==> src/rtl/pd_pkg.sv <==
// rtl/pd_pkg.sv - shared constants and event type for the pattern-detector event logger
//
// Purpose: event-id encodings, default widths/depth and the event record
// layout used by the logger top, its FIFO and its stream interface.
// Ports: none (package).
package pd_pkg;

  localparam int PD_TS_W  = 16;
  localparam int PD_CNT_W = 16;
  localparam int PD_DEPTH = 8;

  localparam logic PD_EVT_P1 = 1'b0;
  localparam logic PD_EVT_P2 = 1'b1;

  // Event record: id in the MSB, timestamp below it.
  localparam int PD_EVT_W = 1 + PD_TS_W;

  typedef struct packed {
    logic                id;
    logic [PD_TS_W-1:0]  ts;
  } pd_evt_t;

  function automatic int pd_evt_width(input int ts_w);
    return 1 + ts_w;
  endfunction

endpackage

==> src/rtl/pd_event_logger_if.sv <==
// rtl/pd_event_logger_if.sv - valid/ready event stream between the logger and its consumer
//
// Purpose: bundles the head-of-queue event handshake.
// Signals: evt_valid (queue non-empty), evt_ready (consumer accepts head),
//          evt_id (0 = pattern1, 1 = pattern2), evt_ts (digit index of the match).
// Modports: master = logger side, slave = consumer side.
interface pd_event_logger_if
  import pd_pkg::*;
#(
  parameter int TS_W = PD_TS_W
);
  logic            evt_valid;
  logic            evt_ready;
  logic            evt_id;
  logic [TS_W-1:0] evt_ts;

  modport master (output evt_valid, output evt_id, output evt_ts, input evt_ready);
  modport slave  (input evt_valid, input evt_id, input evt_ts, output evt_ready);
endinterface

==> src/rtl/pd_evt_fifo.sv <==
// rtl/pd_evt_fifo.sv - synchronous FIFO holding logged pattern events
//
// Purpose: DEPTH x W storage with pointer-MSB full/empty detection; a push
// into a full FIFO is accepted when a pop happens in the same cycle.
// Ports: clk, reset_n (async active-low), flush (sync empty, wins over push/pop),
//        push/push_data, pop, head (entry at read pointer), full, empty, level.
module pd_evt_fifo
  import pd_pkg::*;
#(
  parameter  int DEPTH = PD_DEPTH,
  parameter  int W     = PD_EVT_W,
  localparam int AW    = $clog2(DEPTH)
) (
  input  logic          clk,
  input  logic          reset_n,
  input  logic          flush,
  input  logic          push,
  input  logic [W-1:0]  push_data,
  input  logic          pop,
  output logic [W-1:0]  head,
  output logic          full,
  output logic          empty,
  output logic [AW:0]   level
);

  logic [W-1:0] mem [DEPTH];
  logic [AW:0]  wr_ptr;
  logic [AW:0]  rd_ptr;
  logic         do_push;
  logic         do_pop;

  assign empty = (wr_ptr == rd_ptr);
  // Same slot, opposite lap: writer is a full DEPTH ahead of the reader.
  assign full  = (wr_ptr[AW] != rd_ptr[AW]) && (wr_ptr[AW-1:0] == rd_ptr[AW-1:0]);
  assign level = wr_ptr - rd_ptr;
  assign head  = mem[rd_ptr[AW-1:0]];

  assign do_pop  = pop & ~empty & ~flush;
  assign do_push = push & (~full | do_pop) & ~flush;

  always_ff @(posedge clk or negedge reset_n) begin
    if (!reset_n) begin
      wr_ptr <= '0;
      rd_ptr <= '0;
    end else if (flush) begin
      wr_ptr <= '0;
      rd_ptr <= '0;
    end else begin
      if (do_push) wr_ptr <= wr_ptr + (AW+1)'(1);
      if (do_pop)  rd_ptr <= rd_ptr + (AW+1)'(1);
    end
  end

  // Storage needs no reset: a slot is only read after it has been written.
  always_ff @(posedge clk) begin
    if (do_push) mem[wr_ptr[AW-1:0]] <= push_data;
  end

endmodule

==> src/rtl/pd_event_logger.sv <==
// rtl/pd_event_logger.sv - turns pattern-detector level flags into timestamped, queued events
//
// Purpose: rising-edge detect on pattern1/pattern2, digit counter ts, event
// FIFO with overflow flag, optional saturating per-pattern match counters.
// Optional feature macro: PD_LOG_COUNTERS_EN (defined = counters built,
// undefined = cnt_p1/cnt_p2 tied to 0).
// Ports: clk, reset_n (async active-low), enable (digit strobe), pattern1,
//        pattern2 (detector flags), clear (sync flush), evt (event stream,
//        master side), cnt_p1, cnt_p2, overflow (sticky drop), level (occupancy).
module pd_event_logger
  import pd_pkg::*;
#(
  parameter int DEPTH = PD_DEPTH,
  parameter int TS_W  = PD_TS_W,
  parameter int CNT_W = PD_CNT_W
) (
  input  logic                      clk,
  input  logic                      reset_n,
  input  logic                      enable,
  input  logic                      pattern1,
  input  logic                      pattern2,
  input  logic                      clear,
  pd_event_logger_if.master         evt,
  output logic [CNT_W-1:0]          cnt_p1,
  output logic [CNT_W-1:0]          cnt_p2,
  output logic                      overflow,
  output logic [$clog2(DEPTH):0]    level
);

  localparam int EVT_W = 1 + TS_W;

  logic [TS_W-1:0]  ts;
  logic             prev1;
  logic             prev2;
  logic             rise1;
  logic             rise2;
  logic             push_req;
  logic             pop_req;
  logic             drop;
  logic [EVT_W-1:0] push_data;
  logic [EVT_W-1:0] head;
  logic             full;
  logic             empty;

  assign rise1 = pattern1 & ~prev1;
  assign rise2 = pattern2 & ~prev2;

  // A simultaneous rise of both flags logs pattern2 only.
  assign push_req  = (rise1 | rise2) & ~clear;
  assign push_data = {(rise2 ? PD_EVT_P2 : PD_EVT_P1), ts};
  assign pop_req   = ~empty & evt.evt_ready & ~clear;
  assign drop      = push_req & full & ~pop_req;

  pd_evt_fifo #(
    .DEPTH (DEPTH),
    .W     (EVT_W)
  ) u_fifo (
    .clk       (clk),
    .reset_n   (reset_n),
    .flush     (clear),
    .push      (push_req),
    .push_data (push_data),
    .pop       (pop_req),
    .head      (head),
    .full      (full),
    .empty     (empty),
    .level     (level)
  );

  // Head fields are masked while empty so idle outputs read as zero.
  assign evt.evt_valid = ~empty;
  assign evt.evt_id    = empty ? 1'b0 : head[TS_W];
  assign evt.evt_ts    = empty ? '0 : head[TS_W-1:0];

  // prev1/prev2 follow the flags even during clear so held levels do not re-fire.
  always_ff @(posedge clk or negedge reset_n) begin
    if (!reset_n) begin
      ts       <= '0;
      prev1    <= 1'b0;
      prev2    <= 1'b0;
      overflow <= 1'b0;
    end else begin
      prev1 <= pattern1;
      prev2 <= pattern2;
      if (clear) begin
        ts       <= '0;
        overflow <= 1'b0;
      end else begin
        if (enable) ts       <= ts + TS_W'(1);
        if (drop)   overflow <= 1'b1;
      end
    end
  end

`ifdef PD_LOG_COUNTERS_EN
  // Counters see every rising edge, including ones the FIFO had to drop.
  always_ff @(posedge clk or negedge reset_n) begin
    if (!reset_n) begin
      cnt_p1 <= '0;
      cnt_p2 <= '0;
    end else if (clear) begin
      cnt_p1 <= '0;
      cnt_p2 <= '0;
    end else begin
      if (rise1 && (cnt_p1 != {CNT_W{1'b1}})) cnt_p1 <= cnt_p1 + CNT_W'(1);
      if (rise2 && (cnt_p2 != {CNT_W{1'b1}})) cnt_p2 <= cnt_p2 + CNT_W'(1);
    end
  end
`else
  assign cnt_p1 = '0;
  assign cnt_p2 = '0;
`endif

endmodule

==> src/flat_wrapper.sv <==
// flat-port wrapper written by rule: the top's interface ports become plain ports
module pd_event_logger_flat import pd_pkg::*;
#(
  parameter int DEPTH = PD_DEPTH,
  parameter int TS_W  = PD_TS_W,
  parameter int CNT_W = PD_CNT_W
)
  (clk, reset_n, enable, pattern1, pattern2, clear, cnt_p1, cnt_p2, overflow, level, evt_evt_valid, evt_evt_id, evt_evt_ts, evt_evt_ready);
  pd_event_logger_if #(.TS_W(TS_W)) evt_i ();
  input  logic clk;
  input  logic reset_n;
  input  logic enable;
  input  logic pattern1;
  input  logic pattern2;
  input  logic clear;
  output logic [CNT_W-1:0] cnt_p1;
  output logic [CNT_W-1:0] cnt_p2;
  output logic overflow;
  output logic [$clog2(DEPTH):0] level;
  output wire logic [$bits(evt_i.evt_valid)-1:0] evt_evt_valid;
  output wire logic [$bits(evt_i.evt_id)-1:0] evt_evt_id;
  output wire logic [$bits(evt_i.evt_ts)-1:0] evt_evt_ts;
  input wire logic [$bits(evt_i.evt_ready)-1:0] evt_evt_ready;
  assign evt_evt_valid = evt_i.evt_valid;
  assign evt_evt_id = evt_i.evt_id;
  assign evt_evt_ts = evt_i.evt_ts;
  assign evt_i.evt_ready = evt_evt_ready;
  pd_event_logger #(.DEPTH(DEPTH), .TS_W(TS_W), .CNT_W(CNT_W)) u_core (.clk(clk), .reset_n(reset_n), .enable(enable), .pattern1(pattern1), .pattern2(pattern2), .clear(clear), .evt(evt_i), .cnt_p1(cnt_p1), .cnt_p2(cnt_p2), .overflow(overflow), .level(level));
endmodule
==> config.mk <==
export PLATFORM = sky130hd
export DESIGN_NAME = pd_event_logger_flat
export DESIGN_NICKNAME = d
export VERILOG_FILES = /design/src/rtl/pd_pkg.sv /design/src/rtl/pd_event_logger_if.sv /design/src/rtl/pd_evt_fifo.sv /design/src/rtl/pd_event_logger.sv /design/src/flat_wrapper.sv
export SDC_FILE = /design/constraint.sdc
export NUM_CORES = 1
export LEC_CHECK = 0
export ABC_CLOCK_PERIOD_IN_PS = 4300
export CORE_MARGIN = 10
export CORE_UTILIZATION = 50
export DETAILED_ROUTE_END_ITERATION = 10
export PLACE_DENSITY = 0.74
export SLEW_MARGIN = 10
export SYNTH_ARGS = -nofsm -noshare
export SYNTH_HDL_FRONTEND = slang
export SYNTH_SLANG_ARGS = --single-unit
==> constraint.sdc <==
create_clock -name clk -period 4.3 [get_ports clk]
set_input_delay 0.645 -clock clk [delete_from_list [all_inputs] [get_ports clk]]
set_output_delay 0.645 -clock clk [all_outputs]
set_load 0.05 [all_outputs]
==> results.toml, run 1 <==
[placed_design]
routabilityCongestion = 0.7916
numPortBuffers = 29
dp_hpwl_um = 7995

[flow_run]
cap_violations = 0

[sta]
fmax_mhz = 282.4
timing.slew.headroom = 0.5066
rsz0062_at_grt = "no"
worstMarginPinSlew_ps = 740.1
slew_viol_final = 0
setup_viol = 0
fin_crit_sh = 0.8236
whs_ps = 504.8
fin_crit_ps = 3542
hold_viol = 0
setup_tns_ps = 0
fin_skew_ps = 6.123

[clock_tree]
clk_path_buf_depth = 2
htreeDepth = 4
clockRootBuffer = "clkbuf_16"
clkTransAtPathRegs_ps = 60
cts_tree = "built"
cts_setup_buffers = 0
clkLatencyLatePin_ps = 420
cts_resized = 0
cts_hold_buf = 0
cts-buffers-inserted = 17
cts.sinks = 163

[power_and_ir_drop]
p_leak_nw = 2.811
switching_share = 0.2691
pwr-share-clk = 0.399
internal_power_w = 0.003128
seqPwrFrac = 0.408
comb_power_share = 0.193
power.density_nw_per_um2 = 535.9
switchingPower_w = 0.001152
ir_drop_uv = 398.0

[grt]
grt_first_pass_wirelength_um = 21780
overflow = 0
antenna_found_initial = 0
grt_usage = 0.1547
grt_pass1_vias = 4052
grt_max_degree = 39

[logic_synthesis]
synth_ff_type = "edfxtp_1"
synth.most_common_cell = "edfxtp_1"
async_flop_share = 0.1656
syn-cell-area_sq_um = 6893
synth_top_area_frac = 0.5925
synth_common_cells = "136 x edfxtp_1, 40 x nand2_1, 34 x mux4_2"
synth_top_area_cell = "edfxtp_1"
ys_types = 41
syn_area_per_cell_sq_um = 16.07
yosys-top-cells-area = "edfxtp_1 59%, mux4_2 11%, dfrtp_1 9.8%, buf_4 3.6%, nand2_1 2.2%"
yosysWarnings = 0
ys_seq_elements = 163
synth_edf_count = 136
syn_inst = 429
yosysSeqAreaShare = 0.6905

[critical_path]
cp_cell_sequence = "buf_4, inv_2, ha_1, a21oi_1, xor2_1, clkdlybuf4s50_1"
required_ps = 3650
slowest_delay_ps = 830
startpoint_type = "flip-flop"
crit_buf_inv = 3
critPathMaxFanout = 19
rrSetupSlack_ps = 1280
cpMaxStageDelayCell = "clkdlybuf4s50_1"
crit_family = "buffers and inverters"
arrival_ps = 2900
cp-end-kind = "output pin"
crit_type = "flip-flop to output pin"

[finish]
regArea_sq_um = 4761
drive_above_1_share = 0.2309
nNetsFinal = 487
final_core_util = 0.5983
syn2layout_area_growth_pct = 15.86
n_antenna_cell = 0
multi_input_area_sq_um = 1911
fillers = 987

[drt]
drc = 0
wl_met1_um = 5437
drt_iter0_drc = 371
ant_nets = 0
firstDrtPassIters = 4
vias = 3732
drt-total-wl_um = 13950
met2WireLength_um = 7081
vias_per_cell = 5.646
topRoutingLayerUsed = "met4"
wl_per_cell_um = 21.11
wl_met3_um = 1132

[worst_hold_path]
holdCritPathClass = "flip-flop to flip-flop"

[run_status]
status = "finished clean"

[floorplanning]
core_area_sq_um = 13350
dieArea_sq_um = 18880
io_pins = 62
die_w_um = 137.4
row_count = 42
dieHeight_um = 137.4
start_util = 0.5164
==> state kept, by name, indices dropped and copies added (netlist names) <==
signal,flops
u_core.u_fifo.wr_ptr,4
u_core.u_fifo.rd_ptr,4
u_core.ts,16
u_core.prev2,1
u_core.overflow,1
u_core.u_fifo.mem,136
u_core.prev1,1
==> layout by cell type (no fill, tap or decap), drive strengths merged, types with 5 or more instances in the layout <==
cell type | Yosys | final
edfxtp | 136 | 136
nand2 | 40 | 40
buf | 41 | 35
mux4 | 34 | 34
conb | 1 | 32
dfrtp | 27 | 27
nor2 | 23 | 23
a21oi | 21 | 21
clkbuf | 11 | 20
inv | 14 | 14
xor2 | 11 | 11
clkdlybuf4s50 | 0 | 11
nand4 | 8 | 8
bufinv | 0 | 7
nor3 | 7 | 7
xnor2 | 6 | 6
ha | 6 | 6
nand3 | 5 | 5
==> worst reg2reg max path: cells and delay by family, from the launching register on <==
family | cells | cell delay, ps
adders and majority gates | 1 | 350
buffers and inverters | 3 | 920
DFF | 1 | 350
and+or+nand+nor | 4 | 1050
==> through the flow <==
step | worst slack, ps | power, W | cells | area (sq um)
2_1_floorplan | 173.6 | 0.002408 | 460 | 7009
3_3_place_gp | 1227 | 0.002601 | 630 | 7317
3_5_place_dp | 1220 | 0.002611 | 630 | 7317
4_1_cts | 718.8 | 0.004313 | 661 | 7986
5_1_grt | 604.6 | 0.004415 | 661 | 7986
6_report | 758.4 | 0.004280 | 661 | 7986
==> layout make-up <==
class	instances	share of cell area
Clock buffer	20	0.05468
Inverter	14	0.006580
Timing Repair Buffer	46	0.04669
Multi-Input combinational cell	231	0.2392
Clock inverter	11	0.02914
Sequential cell	163	0.5961
Tap cell	176	0.02757
==> kinds of logic after synthesis <==
logic type	share of synthesized area
muxes	0.1156
AOI/OAI and AO/OA	0.03431
buffers and inverters	0.05482
DFF	0.6905
and+or+nand+nor	0.06879
other	0.0005440
xor gates and xnor gates	0.02160
adders and majority gates	0.01380
==> layer usage <==
layer	global-route usage	vias to the layer above
met5	0	-
met4	0.07260	0
met3	0.04042	27
met2	0.2571	139
met1	0.1843	1917
li1	-	1649
==> power by group through the flow <==
stage / Sequential [W] / Combinational (W) / Clock (W)
2_1_floorplan: 0.00177 / 0.000641 / 0
3_3_place_gp: 0.00177 / 0.000828 / 0
3_5_place_dp: 0.00178 / 0.000834 / 0
4_1_cts: 0.00175 / 0.000839 / 0.00173
5_1_grt: 0.00175 / 0.000877 / 0.00179
6_report: 0.00175 / 0.000826 / 0.00171
==> path summary, 6_finish.rpt <==
path / depth (start not counted) / to / startpoint
max: 6 / level[3] / u_core.u_fifo.rd_ptr[2]
min: 2 / u_core.overflow / u_core.overflow
max reg2reg: 8 / u_core.u_fifo.mem[4][10] / u_core.u_fifo.rd_ptr[2]
min reg2reg: 2 / u_core.overflow / u_core.overflow
max in group asynchronous: 2 / u_core.u_fifo.rd_ptr[0] / reset_n
min in group asynchronous: 2 / u_core.prev2 / reset_n
No activity file was read; power rests on OpenSTA's default activity.
==> run 2, diff against run 1 <==
- ABC_CLOCK_PERIOD_IN_PS: 4300 -> 3110
- clock period: 4.3 -> 3.11 ns (I/O delays scaled with it)
==> results.toml, run 2 (synthesis results as in run 1) <==
[power_and_ir_drop]
ir_drop_uv = 423.5
switching_share = 0.2882
internal_power_w = 0.003964
switchingPower_w = 0.001605
comb_power_share = 0.217
power.density_nw_per_um2 = 698.9
power_w = 0.005569
seqPwrFrac = 0.432
pwr-share-clk = 0.350
p_leak_nw = 2.781

[floorplanning]
core_area_sq_um = 13350
io_pins = 62
start_util = 0.5164
dieHeight_um = 137.4
die_w_um = 137.4
row_count = 42
dieArea_sq_um = 18880

[clock_tree]
clkLatencyLatePin_ps = 430
htreeDepth = 4
cts-buffers-inserted = 17
clockRootBuffer = "clkbuf_16"
cts_resized = 0
cts.sinks = 163
cts_hold_buf = 0
clkTransAtPathRegs_ps = 60
clk_path_buf_depth = 2
cts_tree = "built"
cts_setup_buffers = 0

[critical_path]
cp-end-kind = "output pin"
critPathMaxFanout = 13
rrSetupSlack_ps = 400
cp-startpoint = "u_core.u_fifo.wr_ptr[2]"
required_ps = 2640
arrival_ps = 2440
crit_type = "flip-flop to output pin"
worstRegToRegCells = 6
startpoint_type = "flip-flop"
reg2reg_from = "u_core.u_fifo.wr_ptr[2]"
r2r-end = "u_core.u_fifo.mem[2][15]"

[placed_design]
numPortBuffers = 29
pre_cts_ws_ps = 442.4
routabilityCongestion = 0.8512
dp_hpwl_um = 9117

[sta]
setup_viol = 0
worst_slack_ps = 205.5
fin_crit_ps = 2904
fin_skew_ps = 11.73
fin_crit_sh = 0.9339
fmax_mhz = 344.3
whs_ps = 410.5
worstMarginPinSlew_ps = 731.9
timing.slew.headroom = 0.5120
rsz0062_at_grt = "no"
slew_viol_final = 0
hold_viol = 0

[drt]
firstDrtPassIters = 5
vias_per_cell = 5.593
drc = 0
vias = 3708
wl_per_cell_um = 21.27
drt_iter0_drc = 300
ant_nets = 0
drt-total-wl_um = 14100

[finish]
largest_reg_flops = 136
fillers = 981
drive_above_1_share = 0.2444
layout_commonest_cell = "edfxtp_1"
final_cell_mix = "136 x edfxtp_1, 40 x nand2_1, 36 x buf_4"
syn2layout_area_growth_pct = 15.59
n_antenna_cell = 0
nNetsFinal = 488

[flow_run]
cap_violations = 0

[grt]
overflow = 0
grt_usage = 0.1584
antenna_found_initial = 0
grt_max_degree = 39
grt_first_pass_wirelength_um = 21850
grt_pass1_vias = 3819

[run_status]
status = "finished clean"

[worst_hold_path]
holdCritPathClass = "input pin to asynchronous set/reset pin"
==> run 2: worst max-delay path by stage <==
stage                                to  slack (ps)  depth (start not counted)
4_1_cts                   evt_evt_ts[1]         160                          5
5_1_grt                   evt_evt_ts[9]          60                          5
2_1_floorplan   u_core.u_fifo.mem[0][0]        -310                          9
6_report                  evt_evt_ts[9]         210                          6
3_5_place_dp   u_core.u_fifo.mem[5][11]         440                          6
3_3_place_gp   u_core.u_fifo.mem[0][10]         540                          6
==> run 2: final cells by class <==
cell class | count | area (sq um) | share of cell area
multi-input combinational | 231 | 1958 | 0.2458
clock buffer | 22 | 484.2 | 0.06077
clock inverter | 10 | 81.33 | 0.01021
tap | 176 | 220.2 | 0.02764
timing repair buffer | 47 | 410.4 | 0.05151
inverter | 14 | 52.55 | 0.006595
sequential | 163 | 4761 | 0.5975
==> run 2: per-layer routing <==
| metal | up-vias | wire length (um) | global-route usage |
|---|---|---|---|
| met5 | - | 0 | 0 |
| met4 | 0 | 219 | 0.05796 |
| met3 | 21 | 1179 | 0.04953 |
| met2 | 145 | 6869 | 0.2512 |
| met1 | 1897 | 5834 | 0.2010 |
| li1 | 1645 | - | - |
==> run 2: metrics by stage <==
stage | TNS, ps | instances | cell area (sq um) | utilization
global route | 0 | 663 | 7968 | 0.5969
floorplan | -16740 | 460 | 7069 | -
finish | 0 | 663 | 7968 | 0.5969
detailed placement | 0 | 631 | 7402 | 0.5546
global placement | 0 | 631 | 7402 | 0.5546
CTS | 0 | 663 | 7968 | 0.5969
==> run 2: critical path, cell delays in order, from the launching register on <==
cell     delay (ps)
dfrtp_1         630
ha_1            350
nand3_1         220
nor2_1          120
buf_4           230
a21oi_1         210
buf_4           240
==> run 2: power by group through the flow <==
stage | sequential, W | clock [W] | combinational, W
final | 0.00241 | 0.00195 | 0.00121
after floorplan | 0.00244 | 0 | 0.000892
after global routing | 0.00241 | 0.00207 | 0.00128
after global placement | 0.00245 | 0 | 0.00121
after detailed placement | 0.00245 | 0 | 0.00122
after CTS | 0.00241 | 0.00198 | 0.00123
